### src/rtl/rfid_reader_inventory_seq_if.sv
// Link between the inventory sequencer (master) and the reader packet rx/tx block (slave).
// The master drives command code, start strobe and ACK handle; the slave returns status and RN16.
interface rfid_reader_inventory_seq_if;
    logic [3:0]  send_packet_type;
    logic        start_tx;
    logic [15:0] tx_handle;
    logic        rx_packet_complete;
    logic        rx_timeout;
    logic        reader_running;
    logic [15:0] rx_handle;

    modport master (
        output send_packet_type, start_tx, tx_handle,
        input  rx_packet_complete, rx_timeout, reader_running, rx_handle
    );

    modport slave (
        input  send_packet_type, start_tx, tx_handle,
        output rx_packet_complete, rx_timeout, reader_running, rx_handle
    );
endinterface

### src/rtl/rfid_reader_inventory_seq.sv
// Inventory-round sequencer: Query / QueryRep per slot, ACK on every RN16, reports ACKed handles.
// Handshake: start_tx is a one-cycle strobe (sent twice per command); events count only once armed by reader_running.
module rfid_reader_inventory_seq #(
    parameter logic [15:0] WATCHDOG_CYCLES = 16'd65535
) (
    input  logic        clk,
    input  logic        reset,
    input  logic        inv_start,
    input  logic        inv_abort,
    input  logic [3:0]  slot_q,
    rfid_reader_inventory_seq_if.master pkt,
    output logic        inv_busy,
    output logic        inv_done,
    output logic        tag_found,
    output logic [15:0] tag_handle,
    output logic [15:0] tag_count,
    output logic [15:0] slot_idx,
    output logic        watchdog_err,
    output logic [2:0]  dbg_state
);
    typedef enum logic [2:0] {
        S_IDLE    = 3'd0,
        S_SETUP   = 3'd1,
        S_KICK1   = 3'd2,
        S_GAP     = 3'd3,
        S_KICK2   = 3'd4,
        S_WAIT    = 3'd5,
        S_CAPTURE = 3'd6
    } state_t;

    localparam logic [3:0]  CMD_QUERYREP = 4'd0;
    localparam logic [3:0]  CMD_ACK      = 4'd1;
    localparam logic [3:0]  CMD_QUERY    = 4'd2;
    localparam logic [15:0] WD_LAST      = WATCHDOG_CYCLES - 16'd1;

    state_t      r_state;
    state_t      w_next_state;
    logic [3:0]  r_q;
    logic [3:0]  r_cur_cmd;
    logic [15:0] r_tx_handle;
    logic [15:0] r_slot_idx;
    logic [15:0] r_tag_count;
    logic [15:0] r_tag_handle;
    logic [15:0] r_wd_cnt;
    logic        r_armed;
    logic        r_tag_found;
    logic        r_inv_done;
    logic        r_watchdog_err;
    logic [15:0] w_last_slot;

    logic w_start;
    logic w_latch_rn16;
    logic w_tag;
    logic w_advance;
    logic w_slot_next;
    logic w_round_done;
    logic w_wd_fire;

    assign w_last_slot = (16'd1 << r_q) - 16'd1;

    always_comb begin
        w_next_state = r_state;
        w_start      = 1'b0;
        w_latch_rn16 = 1'b0;
        w_tag        = 1'b0;
        w_advance    = 1'b0;
        w_slot_next  = 1'b0;
        w_round_done = 1'b0;
        w_wd_fire    = 1'b0;
        case (r_state)
            S_IDLE: begin
                if (inv_start) begin
                    w_start      = 1'b1;
                    w_next_state = S_SETUP;
                end
            end
            S_SETUP: w_next_state = S_KICK1;
            S_KICK1: w_next_state = S_GAP;
            S_GAP:   w_next_state = S_KICK2;
            S_KICK2: w_next_state = S_WAIT;
            S_WAIT: begin
                // An accepted event always wins over the watchdog in the same cycle.
                if (r_armed && pkt.rx_packet_complete) begin
                    w_next_state = S_CAPTURE;
                end else if (r_armed && pkt.rx_timeout) begin
                    w_advance = 1'b1;
                end else if (r_wd_cnt == WD_LAST) begin
                    w_wd_fire    = 1'b1;
                    w_next_state = S_IDLE;
                end
            end
            S_CAPTURE: begin
                if (r_cur_cmd == CMD_ACK) begin
                    w_tag     = 1'b1;
                    w_advance = 1'b1;
                end else begin
                    w_latch_rn16 = 1'b1;
                    w_next_state = S_SETUP;
                end
            end
            default: w_next_state = S_IDLE;
        endcase

        if (w_advance) begin
            if (r_slot_idx == w_last_slot) begin
                w_round_done = 1'b1;
                w_next_state = S_IDLE;
            end else begin
                w_slot_next  = 1'b1;
                w_next_state = S_SETUP;
            end
        end

        if (inv_abort) begin
            w_next_state = S_IDLE;
            w_start      = 1'b0;
            w_latch_rn16 = 1'b0;
            w_tag        = 1'b0;
            w_slot_next  = 1'b0;
            w_round_done = 1'b0;
            w_wd_fire    = 1'b0;
        end
    end

    always_ff @(posedge clk or negedge reset) begin
        if (!reset) begin
            r_state <= S_IDLE;
        end else begin
            r_state <= w_next_state;
        end
    end

    always_ff @(posedge clk or negedge reset) begin
        if (!reset) begin
            r_q            <= 4'd0;
            r_cur_cmd      <= CMD_QUERYREP;
            r_tx_handle    <= 16'd0;
            r_slot_idx     <= 16'd0;
            r_tag_count    <= 16'd0;
            r_tag_handle   <= 16'd0;
            r_wd_cnt       <= 16'd0;
            r_armed        <= 1'b0;
            r_tag_found    <= 1'b0;
            r_inv_done     <= 1'b0;
            r_watchdog_err <= 1'b0;
        end else begin
            r_tag_found <= 1'b0;
            r_inv_done  <= 1'b0;

            if (w_start) begin
                r_q            <= slot_q;
                r_slot_idx     <= 16'd0;
                r_tag_count    <= 16'd0;
                r_watchdog_err <= 1'b0;
                r_cur_cmd      <= CMD_QUERY;
            end

            // Arming and the watchdog restart on every entry to WAIT.
            if (r_state == S_KICK2 && w_next_state == S_WAIT) begin
                r_armed  <= 1'b0;
                r_wd_cnt <= 16'd0;
            end else if (r_state == S_WAIT) begin
                if (pkt.reader_running) begin
                    r_armed <= 1'b1;
                end
                r_wd_cnt <= r_wd_cnt + 16'd1;
            end

            if (w_latch_rn16) begin
                r_tx_handle <= pkt.rx_handle;
                r_cur_cmd   <= CMD_ACK;
            end

            if (w_tag) begin
                r_tag_found  <= 1'b1;
                r_tag_handle <= r_tx_handle;
                if (r_tag_count != 16'hFFFF) begin
                    r_tag_count <= r_tag_count + 16'd1;
                end
            end

            if (w_slot_next) begin
                r_slot_idx <= r_slot_idx + 16'd1;
                r_cur_cmd  <= CMD_QUERYREP;
            end

            if (w_round_done) begin
                r_inv_done <= 1'b1;
            end

            if (w_wd_fire) begin
                r_watchdog_err <= 1'b1;
                r_inv_done     <= 1'b1;
            end
        end
    end

    assign pkt.send_packet_type = r_cur_cmd;
    assign pkt.start_tx         = ((r_state == S_KICK1) || (r_state == S_KICK2)) && !inv_abort;
    assign pkt.tx_handle        = r_tx_handle;
    assign inv_busy             = (r_state != S_IDLE);
    assign inv_done             = r_inv_done;
    assign tag_found            = r_tag_found;
    assign tag_handle           = r_tag_handle;
    assign tag_count            = r_tag_count;
    assign slot_idx             = r_slot_idx;
    assign watchdog_err         = r_watchdog_err;
    assign dbg_state            = r_state;
endmodule

### src/flat_wrapper.sv
// flat-port wrapper written by rule: the top's interface ports become plain ports
module rfid_reader_inventory_seq_flat 
#(
    parameter logic [15:0] WATCHDOG_CYCLES = 16'd65535
)
  (clk, reset, inv_start, inv_abort, slot_q, inv_busy, inv_done, tag_found, tag_handle, tag_count, slot_idx, watchdog_err, dbg_state, pkt_send_packet_type, pkt_start_tx, pkt_tx_handle, pkt_rx_packet_complete, pkt_rx_timeout, pkt_reader_running, pkt_rx_handle);
  rfid_reader_inventory_seq_if pkt_i ();
  input  logic clk;
  input  logic reset;
  input  logic inv_start;
  input  logic inv_abort;
  input  logic [3:0] slot_q;
  output logic inv_busy;
  output logic inv_done;
  output logic tag_found;
  output logic [15:0] tag_handle;
  output logic [15:0] tag_count;
  output logic [15:0] slot_idx;
  output logic watchdog_err;
  output logic [2:0] dbg_state;
  output wire logic [$bits(pkt_i.send_packet_type)-1:0] pkt_send_packet_type;
  output wire logic [$bits(pkt_i.start_tx)-1:0] pkt_start_tx;
  output wire logic [$bits(pkt_i.tx_handle)-1:0] pkt_tx_handle;
  input wire logic [$bits(pkt_i.rx_packet_complete)-1:0] pkt_rx_packet_complete;
  input wire logic [$bits(pkt_i.rx_timeout)-1:0] pkt_rx_timeout;
  input wire logic [$bits(pkt_i.reader_running)-1:0] pkt_reader_running;
  input wire logic [$bits(pkt_i.rx_handle)-1:0] pkt_rx_handle;
  assign pkt_send_packet_type = pkt_i.send_packet_type;
  assign pkt_start_tx = pkt_i.start_tx;
  assign pkt_tx_handle = pkt_i.tx_handle;
  assign pkt_i.rx_packet_complete = pkt_rx_packet_complete;
  assign pkt_i.rx_timeout = pkt_rx_timeout;
  assign pkt_i.reader_running = pkt_reader_running;
  assign pkt_i.rx_handle = pkt_rx_handle;
  rfid_reader_inventory_seq #(.WATCHDOG_CYCLES(WATCHDOG_CYCLES)) u_core (.clk(clk), .reset(reset), .inv_start(inv_start), .inv_abort(inv_abort), .slot_q(slot_q), .pkt(pkt_i), .inv_busy(inv_busy), .inv_done(inv_done), .tag_found(tag_found), .tag_handle(tag_handle), .tag_count(tag_count), .slot_idx(slot_idx), .watchdog_err(watchdog_err), .dbg_state(dbg_state));
endmodule
### config.mk
export PLATFORM = sky130hd
export DESIGN_NAME = rfid_reader_inventory_seq_flat
export DESIGN_NICKNAME = d
export VERILOG_FILES = /design/src/rtl/rfid_reader_inventory_seq_if.sv /design/src/rtl/rfid_reader_inventory_seq.sv /design/src/flat_wrapper.sv
export SDC_FILE = /design/constraint.sdc
export NUM_CORES = 1
export LEC_CHECK = 0
export BUFFER_PORTS_ARGS = -buffer_cell sky130_fd_sc_hd__buf_2
export CAP_MARGIN = 20
export CORE_MARGIN = 5
export CORE_UTILIZATION = 40
export DETAILED_ROUTE_END_ITERATION = 10
export SYNTH_ARGS = -nofsm -noshare
export SYNTH_HDL_FRONTEND = slang
export SYNTH_SLANG_ARGS = --single-unit
### constraint.sdc
create_clock -name clk -period 7.5 [get_ports clk]
set_clock_uncertainty 0.2 [all_clocks]
set_input_delay 1.5 -clock clk [delete_from_list [all_inputs] [get_ports clk]]
set_output_delay 1.5 -clock clk [all_outputs]
set_load 0.03 [all_outputs]
==> results.md <==
* Leakage at ~2.9 nW
* Setup slack, reg-to-reg at 3.01 ns
* Max VDD drop at 0.110 mV
* Total iterations of the first detailed-routing run at 4
* DRT iter0 DRCs at 251
* Port Buffers at 100
* Hold buffers post-CTS at 0
* ANT nets after route at 0
* CTS sink count at 93
* Initial Util at 40.6%
* Fraction of the mapped netlist area in simple logic gates at approximately 27%
* Post-synthesis mux area share at 3.95%
* CTS Buf Count at 9
* CTS Root Cell: clkbuf_16
* Main combinational cell family by area after synthesis: simple AND/OR/NAND/NOR gates
* CP max stage delay at roughly 0.67 ns
* Setup WS post-layout at 3.01 ns
* Max_cap viols at 0
* Average cell area after synthesis at 9.15 um^2
* Critical-path maximum fanout at 27
* Most frequent cells in the layout: buf_2 (99), nand2_1 (95), dfrtp_1 (93)
* Worst-path clk slew at 0.06 ns
* Cell Area, Synth at 0.00511 mm^2
* P per Cell Area at between 200 and 250 mW/mm^2
* Mapped Cells at ~560
* Setup TNS at 0 ns
* Final worst path period share at 59.9%
* Fmax at 223 MHz
* Post-layout minimum cycle time at 4.49 ns
* Worst setup EP type: flop
* Die X at approximately 120 um
* CP Class: flop to flop
* Worst EP arrival at 4.57 ns
* All-Layer GR Usage at 17.6%
* # rows at 41
* Actual slew at the worst max-slew pin at 0.923 ns
* Endpoints failing setup at 0
* Hpwl dp at 9180 um
* CP cell instances: or2_1 -> or3_1 -> ha_1 -> and4b_1 -> o21ai_1 -> or4b_4 -> nor4_4 -> nand4_2 -> a21oi_2 -> a221o_1
* Filler Cells Inserted at 1213
* Ranking of synthesized cells by area: dfrtp_1 (46%), nand2_1 (7.0%), xor2_1 (4.5%)
* Vias per inst at 5.37
* CP Data Required Time at 7.58 ns
* Cell taking the most area after synthesis: dfrtp_1
* H-tree depth at 3
* Total gr overflow at 0
* Slowest-stage cell, CP: dfrtp_1
* Sequential fraction of the synthesis area at 45.6%
* Worst rel slew slack at 38.3%
* Max-slew violations at 0
* Startpoint types: flop
* Adder-cell area share of the yosys netlist at 1.23%
* RSZ-0062 raised after global routing: no
* Post-synthesis async set-or-reset flop share at 100%
* Vias in the first global route at 4094
* First-pass GRT wire length at 21100 um
* Synth Warn # at 0
* Synth Area in Compound Gates at a little under an eighth
* Ports at between 100 and 150
* Fin nets at about 660
* Initial antenna violation count at 0
* Core Footprint at roughly 0.013 mm^2
* Hold crit path type: flop to flop
* Largest net degree at the start of global routing at between 60 and 70
* Register bit count reported by yosys at just over 90
* Per-cell routed wire length at 16.0 um
* Dpl ws at 3.01 ns
* CTS tree: built
* Post-synth EDFFs at 0
* Post-synth top flop: dfrtp_1
* Vias at 4346
* Final WL at 13000 um
* Ant diodes at 0
* Final count of hold timing violations at 0
* # DRC at 0
* Post-synth top area share at 45.6%
* Die height at ~120 um
* Outcome: finished clean
* Xor and xnor area share after synthesis at approximately 6%
* Area grow syn2layout at 16.9%
* Clock latency on the worst-skew pair at 0.35 ns
* Synth unique cells at 65
* Most common cell after layout, fill and taps aside: buf_2
* Post-CTS resize count at 0
* Gpl congestion at 0.913
* Post-CTS Setup Repair Bufs at 0
* CTS Buffer Depth at 2
* Share of post-route cells with drive strength above 1 at a little under a quarter
* Die area at 0.0151 mm^2
## power by group
group          switching, mW  internal, mW  total, mW
registers             0.0874         0.556      0.644
logic                  0.169         0.127      0.296
clock network          0.208         0.274      0.482
total                  0.464         0.957       1.42
## worst max-delay path: cells and delay by family (launching register included)
family,cells,cell delay (ns)
AND/OR/NAND/NOR,6,2.04
AO/OA/AOI/OAI,3,1.01
flip-flops,1,0.67
adder cells (fa/ha/maj),1,0.49
## cells in the mapped netlist, types with 4 or more instances
master	number
xnor2_1	9
a221o_1	9
a211oi_1	5
nand4_1	14
ha_1	5
nor2b_1	9
xor2_1	26
buf_2	7
inv_1	4
or3_1	6
nor3_1	7
a21o_1	5
o21ai_0	22
dfrtp_1	93
nand3_1	36
a21oi_1	13
nand2b_1	8
and4_1	5
mux2_2	17
nand2_1	95
a22o_1	5
o22ai_1	6
nor2_1	54
nor4b_1	4
clkbuf_1	23
buf_4	4
## path summary, 6_finish.rpt
| check | startpoint | cells past startpoint | endpoint |
|---|---|---|---|
| worst max-delay path | u_core.r_q[2] | 10 | u_core.slot_idx[5] |
| worst min-delay path | u_core.tag_handle[13] | 2 | u_core.tag_handle[13] |
| worst max register to register | u_core.r_q[2] | 10 | u_core.slot_idx[5] |
| worst min register to register | u_core.tag_handle[13] | 2 | u_core.tag_handle[13] |
| max in group asynchronous | reset | 2 | u_core.r_q[1] |
| min in group asynchronous | reset | 1 | u_core.r_wd_cnt[13] |
## area by class of cell
| cell class | count | area (um^2) | area share, % |
|---|---|---|---|
| multi-input combinational | 420 | 2560 | 43.0 |
| tap | 172 | 215 | 3.61 |
| inverter | 5 | 18.8 | 0.314 |
| clock buffer | 10 | 239 | 4.00 |
| timing repair buffer | 103 | 526 | 8.81 |
| sequential | 93 | 2330 | 39.0 |
| clock inverter | 6 | 77.6 | 1.30 |
## kinds of logic (layout without fill, tap and decap cells)
| kind of cell | Yosys count | in the layout |
|---|---|---|
| other | 1 | 2 |
| DFF | 93 | 93 |
| adders and majority gates | 5 | 5 |
| and+or+nand+nor | 272 | 272 |
| AOI/OAI and AO/OA | 88 | 88 |
| muxes | 18 | 18 |
| xor gates and xnor gates | 35 | 35 |
| buffers and inverters | 46 | 124 |
## sequential cells by signal (all words and copies together) (netlist names)
signal                       cells
u_core.pkt.tx_handle            16
u_core.r_wd_cnt                 16
u_core.slot_idx                 16
u_core.tag_count                16
u_core.tag_handle               16
u_core.r_q                       4
u_core.dbg_state                 3
u_core.pkt.send_packet_type      2
u_core.inv_done                  1
u_core.r_armed                   1
u_core.tag_found                 1
u_core.watchdog_err              1
## through the flow
stage	hold WS [ns]	instances	area (um^2)	utilization [%]	total power, mW
2_1_floorplan	0.297	559	5110	-	0.869
6_report	0.271	809	5970	47.5	1.42
3_5_place_dp	0.261	793	5650	45.0	0.946
3_3_place_gp	0.253	793	5650	45.0	0.937
5_1_grt	0.307	809	5970	47.5	1.50
4_1_cts	0.280	809	5970	47.5	1.43
## layer usage
metal | up-vias | GRT usage, % | share of wire [%]
li1 | 2101 | - | -
met1 | 2107 | 23.5 | 44
met2 | 122 | 28.3 | 49
met3 | 16 | 3.48 | 5.5
met4 | 0 | 6.57 | 1.6
met5 | - | 0 | 0
Note: power is estimated with default switching activity, not from simulation.
